<file path="config.mk">
export PLATFORM = sky130hd
export DESIGN_NAME = decode_pipe_stage
export DESIGN_NICKNAME = d
export VERILOG_FILES = /design/src/rtl/decode_pipe_stage.sv
export SDC_FILE = /design/constraint.sdc
export NUM_CORES = 1
export LEC_CHECK = 0
export ABC_AREA = 1
export CELL_PAD_IN_SITES_DETAIL_PLACEMENT = 1
export CELL_PAD_IN_SITES_GLOBAL_PLACEMENT = 1
export CORE_AREA = 3 3 151 153
export DETAILED_ROUTE_END_ITERATION = 10
export DIE_AREA = 0 0 154 156
export PLACE_DENSITY_LB_ADDON = 0.1
export SYNTH_ARGS = -nofsm -noshare
export SYNTH_HDL_FRONTEND = slang
export SYNTH_SLANG_ARGS = --single-unit
</file>
<file path="constraint.sdc">
create_clock -name clk -period 4.6 [get_ports clk]
set_input_delay 0.92 -clock clk [delete_from_list [all_inputs] [get_ports clk]]
set_output_delay 0.92 -clock clk [all_outputs]
set_load 0.03 [all_outputs]
</file>
<file path="src/rtl/decode_pipe_stage.sv">
// Registered RV32I/RV64I decode stage with valid/ready on both sides and a one-entry skid register.
// Optional performance counters are enabled by defining DECODE_PERF_CNT_EN.
module decode_pipe_stage #(
  parameter int XLEN  = 32,
  parameter int PC_W  = 32,
  parameter int CNT_W = 32
) (
  input  logic            clk,
  input  logic            rst_n,
  input  logic            flush,
  input  logic            in_valid,
  output logic            in_ready,
  input  logic [31:0]     in_instr,
  input  logic [PC_W-1:0] in_pc,
  output logic            out_valid,
  input  logic            out_ready,
  output logic [PC_W-1:0] out_pc,
  output logic [6:0]      out_opcode,
  output logic [2:0]      out_funct3,
  output logic [6:0]      out_funct7,
  output logic [4:0]      out_rd,
  output logic [4:0]      out_rs1,
  output logic [4:0]      out_rs2,
  output logic [XLEN-1:0] out_imm,
  output logic            out_illegal
`ifdef DECODE_PERF_CNT_EN
  ,
  output logic [CNT_W-1:0] perf_decoded,
  output logic [CNT_W-1:0] perf_stall,
  output logic [CNT_W-1:0] perf_illegal
`endif
);

  localparam bit RV64 = (XLEN == 64);

  localparam logic [6:0] OP_LUI    = 7'b0110111;
  localparam logic [6:0] OP_AUIPC  = 7'b0010111;
  localparam logic [6:0] OP_JAL    = 7'b1101111;
  localparam logic [6:0] OP_JALR   = 7'b1100111;
  localparam logic [6:0] OP_BRANCH = 7'b1100011;
  localparam logic [6:0] OP_LOAD   = 7'b0000011;
  localparam logic [6:0] OP_STORE  = 7'b0100011;
  localparam logic [6:0] OP_IMM    = 7'b0010011;
  localparam logic [6:0] OP_REG    = 7'b0110011;
  localparam logic [6:0] OP_MISC   = 7'b0001111;
  localparam logic [6:0] OP_SYSTEM = 7'b1110011;
  localparam logic [6:0] OP_IMM32  = 7'b0011011;
  localparam logic [6:0] OP_REG32  = 7'b0111011;

  typedef struct packed {
    logic [PC_W-1:0] pc;
    logic [6:0]      opcode;
    logic [2:0]      funct3;
    logic [6:0]      funct7;
    logic [4:0]      rd;
    logic [4:0]      rs1;
    logic [4:0]      rs2;
    logic [XLEN-1:0] imm;
    logic            illegal;
  } bundle_t;

  bundle_t     dec, out_q, skid_q;
  logic        out_valid_q, skid_valid_q;
  logic [4:0]  dec_rd, dec_rs1, dec_rs2;
  logic        dec_ill;
  logic [31:0] imm32;
  logic [XLEN-1:0] imm_x;
  logic [31:0] imm_i, imm_s, imm_b, imm_u, imm_j;

  assign imm_i = {{20{in_instr[31]}}, in_instr[31:20]};
  assign imm_s = {{20{in_instr[31]}}, in_instr[31:25], in_instr[11:7]};
  assign imm_b = {{19{in_instr[31]}}, in_instr[31], in_instr[7], in_instr[30:25],
                  in_instr[11:8], 1'b0};
  assign imm_u = {in_instr[31:12], 12'b0};
  assign imm_j = {{11{in_instr[31]}}, in_instr[31], in_instr[19:12], in_instr[20],
                  in_instr[30:21], 1'b0};

  always_comb begin
    dec_rd  = in_instr[11:7];
    dec_rs1 = in_instr[19:15];
    dec_rs2 = 5'd0;
    dec_ill = 1'b0;
    imm32   = 32'd0;
    case (in_instr[6:0])
      OP_LUI, OP_AUIPC: begin
        imm32   = imm_u;
        dec_rs1 = 5'd0;
      end
      OP_JAL: begin
        imm32   = imm_j;
        dec_rs1 = 5'd0;
      end
      OP_JALR: begin
        imm32   = imm_i;
        dec_ill = (in_instr[14:12] != 3'b000);
      end
      OP_LOAD, OP_IMM: imm32 = imm_i;
      OP_BRANCH: begin
        imm32   = imm_b;
        dec_rd  = 5'd0;
        dec_rs2 = in_instr[24:20];
        dec_ill = (in_instr[14:13] == 2'b01);
      end
      OP_STORE: begin
        imm32   = imm_s;
        dec_rd  = 5'd0;
        dec_rs2 = in_instr[24:20];
      end
      OP_REG: dec_rs2 = in_instr[24:20];
      OP_MISC, OP_SYSTEM: imm32 = 32'd0;
      OP_IMM32: begin
        if (RV64) imm32 = imm_i;
        else dec_ill = 1'b1;
      end
      OP_REG32: begin
        if (RV64) dec_rs2 = in_instr[24:20];
        else dec_ill = 1'b1;
      end
      // Anything else, including words whose low two bits are not 11.
      default: dec_ill = 1'b1;
    endcase
  end

  // Every format's 32-bit immediate is already sign-extended, so widening is uniform.
  generate
    if (RV64) begin : g_imm64
      assign imm_x = {{32{imm32[31]}}, imm32};
    end else begin : g_imm32
      assign imm_x = imm32;
    end
  endgenerate

  assign dec = {in_pc, in_instr[6:0], in_instr[14:12], in_instr[31:25],
                dec_rd, dec_rs1, dec_rs2, imm_x, dec_ill};

  always_ff @(posedge clk or negedge rst_n) begin
    if (!rst_n) begin
      out_q        <= '0;
      skid_q       <= '0;
      out_valid_q  <= 1'b0;
      skid_valid_q <= 1'b0;
    end else if (flush) begin
      out_valid_q  <= 1'b0;
      skid_valid_q <= 1'b0;
    end else if (out_valid_q && !out_ready) begin
      if (in_valid && !skid_valid_q) begin
        skid_q       <= dec;
        skid_valid_q <= 1'b1;
      end
    end else if (skid_valid_q) begin
      out_q        <= skid_q;
      out_valid_q  <= 1'b1;
      skid_valid_q <= 1'b0;
    end else if (in_valid) begin
      out_q       <= dec;
      out_valid_q <= 1'b1;
    end else begin
      out_valid_q <= 1'b0;
    end
  end

  assign in_ready    = !skid_valid_q;
  assign out_valid   = out_valid_q;
  assign out_pc      = out_q.pc;
  assign out_opcode  = out_q.opcode;
  assign out_funct3  = out_q.funct3;
  assign out_funct7  = out_q.funct7;
  assign out_rd      = out_q.rd;
  assign out_rs1     = out_q.rs1;
  assign out_rs2     = out_q.rs2;
  assign out_imm     = out_q.imm;
  assign out_illegal = out_q.illegal;

`ifdef DECODE_PERF_CNT_EN
  always_ff @(posedge clk or negedge rst_n) begin
    if (!rst_n) begin
      perf_decoded <= '0;
      perf_stall   <= '0;
      perf_illegal <= '0;
    end else begin
      if (out_valid_q && out_ready) perf_decoded <= perf_decoded + 1'b1;
      if (out_valid_q && !out_ready) perf_stall <= perf_stall + 1'b1;
      if (out_valid_q && out_ready && out_q.illegal) perf_illegal <= perf_illegal + 1'b1;
    end
  end
`endif

endmodule

</file>
* Word-level counts from Yosys, hierarchy flattened
Index checks and enable logic that the tools add are counted.
** Word-level totals
- Flip-flop bits (word level) :: 196
- Bits in latches :: 0
- Memory bits (writable) :: 0
- Memory bits (read-only) :: 0
- Bits of input ports :: 69
- Output and inout port bits :: 99
- Logic and storage cells :: 64
- Memories :: 0
** Cells by class
- $add $sub $neg :: 0
- Multiply operators :: 0
- Div/mod/pow operators :: 0
- Magnitude comparators :: 0
- Eq/ne operators :: 14
- Shifts and indexed selects :: 0
- Mux-type cells :: 14
- Bitwise gates (word level) :: 2
- Reductions and logical operators :: 14
** Operators by type and width (number)
- $mux W97 :: 2
- $pmux W32 S5 :: 1
- $eq A7 B7 Y1 const B :: 4
- $eq A7 B6 Y1 const B :: 3
- $mux W5 :: 3
- $eq A7 B5 Y1 const B :: 2
- $reduce_or A3 Y1 :: 3
- $reduce_or A9 Y1 :: 1
- $eq A7 B2 Y1 const B :: 1
- $eq A7 B4 Y1 const B :: 1
- $mux W1 :: 7
- $reduce_and A3 Y1 :: 2
- $reduce_or A2 Y1 :: 2
- $ne A3 B2 Y1 const B :: 1
- $pmux W1 S3 :: 1
- $reduce_bool A3 Y1 :: 1
- $eq A2 B1 Y1 const B :: 1
- $logic_and A1 B1 Y1 :: 2
- $logic_not A1 Y1 :: 2
- $ne A2 B2 Y1 const B :: 1
- $not A1 Y1 :: 2
- $reduce_bool A2 Y1 :: 1

* Logic depth before layout (Yosys ltp)
- Depth in word-level cells :: 5
- Mapped depth :: 10
- Mapped depth without buffers :: 10

* Least setup slack after synthesis
No wires, ideal clock.
- Path type :: input port to flip-flop
- From :: in out_ready
- To :: reg skid_q[43] in the netlist's numbering
- Library setup time :: 0.130 ns
- Arrival :: 1.930 ns
- Required time :: 4.470 ns
- Setup slack :: 2.540 ns
- Stages on the path :: 8
- Path buffers :: 2
- Cells stage by stage :: nor2_1 > nand2_1 > nor3_4 > inv_2 > buf_2 > buf_2 > nand2_1 > o21ai_1
** Between the ends
- Cells in the longest elaborated chain, start to end :: 3
** Ends and longest elaborated chain
- from (decl) :: line 16 : input logic out_ready,
- $logic_not A1 Y1 :: line 145 : end else if (out_valid_q && !out_ready) begin
- $logic_and A1 B1 Y1 :: line 145
- $reduce_and A3 Y1 (no line)
- to (signal assigned) :: line 139 : skid_q <= '0;
- to (signal assigned) :: line 147 : skid_q <= dec;
- to (decl) :: line 62 : bundle_t dec, out_q, skid_q;
Every way passes these cells.
A chain may end at the register's enable or synchronous reset.

* Worst setup path in the final report
- From :: reg skid_valid_q
- To :: out in_ready
** Between the ends
- Cells in the longest elaborated chain, start to end :: 1
** Ends and longest elaborated chain
- from (decl) :: line 63 : logic out_valid_q, skid_valid_q;
- from (signal assigned) :: line 141 : skid_valid_q <= 1'b0;
- from (signal assigned) :: line 144 : skid_valid_q <= 1'b0;
- from (signal assigned) :: line 148 : skid_valid_q <= 1'b1;
- $logic_not A1 Y1 :: line 162 : assign in_ready = !skid_valid_q;
- to (decl) :: line 12 : output logic in_ready,
Every way passes these cells.

==> out/summary.md <==
The initial utilization of the core area, before any placement, comes to 40.5%. The wire length of the first global-routing pass is 41300 microns, and the setup total negative slack is 0 ns. The chip height is 156 microns. In the post-synthesis netlist, the cell with the most instances is nand2_1.

The floorplan row count is 54, and the HPWL after detailed placement is 16100 microns. The reg-to-reg critical path endpoint was out_rd[1]. The start point of the critical path is skid_valid_q. TritonCTS built the clock tree. The core footprint came out at 21700 sq um.

For the post-route total power, the log shows 4740 uW. Buffers added to address setup during post-CTS repair amount to 0. The width of the chip was 154 microns; the number of standard cells after synthesis was 1071. For this run, design rule violations remaining after detail routing come to 0. Setup repair after global routing left no endpoint under its margin.

The starting DRC count in detailed routing came out at 367. The leakage power is 0.00549 uW, and the setup slack after layout is 1.45 ns. The tools report the number of nets in the synthesized netlist as 1140. The synthesis-to-finish area growth is 27.5%. In this run the power density over the cells is 424 nW/um^2.

The Yosys step of the flow raised 0 warnings. The run gives 0.800 as the last weighted congestion value of the routability-driven placer. Setup violations remaining at the end of the flow were counted as 0. The number of buffers inserted for hold repair after clock tree synthesis is 0. The number of sinks on the clock net was 196. Sorting the synthesized cells by area gives the leading types as dfrtp_1 (56%), nand2_1 (15%), o21ai_0 (6.6%).

Via total after detailed routing: 7504. The number of antenna diodes in the final layout is 0. For the worst flop-to-flop path, the logic depth is 8. The peak supply drop is 0.238 mV, and the overall die area is 24000 sq um. The clock insertion delay at the later pin of the skew report was 0.44 ns.

The worst path arrival time is 2.23 ns, and the total of cells resized after clock tree synthesis is 0. The post-layout net count was 1270; the shortest period the worst path allows was 3.15 ns. Of the cells placed in the final design, the portion with a size suffix greater than 1 is 5.68%. The tools report the required time at the endpoint of the critical path as 3.68 ns.

The post-synthesis instance area was 8780 sq um; the worst clock skew on the final layout was 0.0133 ns. Clock tree root driver cell: clkbuf_16. Critical path launch point type: a register. In this run, placement finished with an instance count of 1462. Endpoint type of the worst setup path: a primary output. The number of failing hold endpoints at the final stage was 0; the I/O pin count was 168. The total of flip-flops plus latches after synthesis came out at 196. In this run the remaining antenna-violating nets after routing total 0. After synthesis, the most frequently instantiated cells are nand2_1 (351), dfrtp_1 (196), o21ai_0 (116), nor2_1 (73), o21ai_1 (69). In this run the number of H-tree levels came out at 4. In this run the tool buffered the top-level ports with 167 buffer cells. In this run the deepest clock path goes through 2 buffers. The initial antenna violation count was 0. The average routed wire per standard cell works out to 16.5 microns. The area share of the largest cell type after synthesis was 55.9%; the number of cells in the finished layout apart from fillers was 1494. The most used flip-flop cell after synthesis is dfrtp_1.

The final-report max-slew violation count is 0. In this run the worst path has a maximum fanout of 76. The via count of the first global-routing pass is 7788. Prior to clock tree synthesis, the placed netlist has a worst setup slack of 1.48 ns. For the number of clock buffers inserted by TritonCTS, the log shows 17.

In this run the worst setup path terminates at in_ready. For flop-to-flop paths, the worst setup slack is 2.14 ns. For the sequential share of the synthesized area, the log shows 55.9%. In this run the tightest slew margin relative to its limit is 46.9%. The tools report the detailed-router iteration count before antenna repair as 5. In the routed layout, each cell is associated on average with a via count of 5.02. For this run, the top clock speed supported by timing is 318 MHz. The number of enable flip-flop cells after synthesis works out to 0. Number of different library cells in the post-synthesis netlist: 30. The synthesized design spends more area on one cell type than any other, namely dfrtp_1.

In this run the critical register-to-register path is launched from skid_valid_q. At the pin with the least slew margin, the transition time is 0.796 ns. Global routing used 21.0% of the available tracks across all layers. Sum of routed wire length over all layers: 24600 microns. The min-delay analysis places its worst path in the category register to register. The period utilization came out at 68.5%. In this run the mean area of a mapped cell was 8.20 sq um.

The tool flagged a number of max-cap violations equal to 0. For the pin count of the biggest net entering global routing, the log shows 90. Kind of critical path: register to primary output.

After global routing the overflow that remains totals 0. The clock input transition at the sequential cells of the worst setup and hold paths was 0.08 ns. Share of flip-flops with an asynchronous set or reset after synthesis: 100%. The run finished with clean final reports.
[critical path, cell delays in order, from the launching register on]
cell and delay (ns):
dfrtp_2 0.43, inv_4 0.54, clkdlybuf4s50_1 0.82
[stage by stage]
step | hold WS [ns] | cell area, sq um | util [%]
CTS | 0.484 | 11200 | 51.6
finish | 0.482 | 11200 | 51.6
detailed placement | 0.465 | 10600 | 48.9
global route | 0.514 | 11200 | 51.6
floorplan | 0.442 | 8780 | -
global placement | 0.460 | 10600 | 48.9
[sequential cells by signal, indices dropped and copies added, names as in the netlist]
name / flops
out_imm: 32
out_rd: 5
out_rs2: 5
skid_valid_q: 1
out_funct3: 3
out_rs1: 5
out_opcode: 7
skid_q: 97
out_pc: 32
out_valid: 1
out_funct7: 7
out_illegal: 1
[layout make-up]
| cell class | count | area (sq um) |
|---|---|---|
| Fill cell | 2604 | 10500 |
| Clock inverter | 13 | 143 |
| Clock buffer | 19 | 443 |
| Timing Repair Buffer | 178 | 1770 |
| Multi-Input combinational cell | 740 | 3320 |
| Sequential cell | 196 | 4910 |
| Inverter | 68 | 263 |
| Tap cell | 280 | 350 |
[per-layer routing]
layer / up-vias / global-route usage (%) / wire, microns
met5: - / 0 / 0
met4: 0 / 4.67 / 255
met3: 16 / 3.33 / 1020
met2: 134 / 35.3 / 11900
met1: 3637 / 29.0 / 11500
li1: 3717 / - / -
[report_power, final]
part           leakage, uW  switching (uW)  internal, uW
clock network     0.000286             720           784
logic              0.00272             618           437
registers          0.00248             163          2020
[cell usage in the layout, fill, tap and decap left out, drive strengths merged]
master,n
buf,11
o21ai,185
clkinvlp,1
bufinv,1
a31oi,21
o211ai,1
a2bb2oi,7
clkbuf,20
or2,5
clkdlybuf4s50,166
a21oi,20
clkinv,4
dfrtp,196
nand3,53
nor3,2
nand2,358
a21boi,5
o21a,3
inv,75
nand4,3
nor2,77
[logic make-up after synthesis]
family                 synth area share [%]
and+or+nand+nor                        23.1
AOI/OAI and AO/OA                      14.7
DFF                                    55.9
buffers and inverters                  6.36
[worst min path at each step]
| stage | start | end | slack (ns) | cells after the start |
|---|---|---|---|---|
| final | skid_q[45] | skid_q[45] | 0.48 | 2 |
| after global placement | skid_q[2] | skid_q[2] | 0.46 | 2 |
| after floorplan | skid_q[54] | skid_q[54] | 0.44 | 2 |
| after CTS | skid_q[45] | skid_q[45] | 0.48 | 2 |
| after global routing | out_imm[29] | out_imm[29] | 0.51 | 2 |
| after detailed placement | skid_q[45] | skid_q[45] | 0.47 | 2 |
Power figures use the tool's default switching activity.
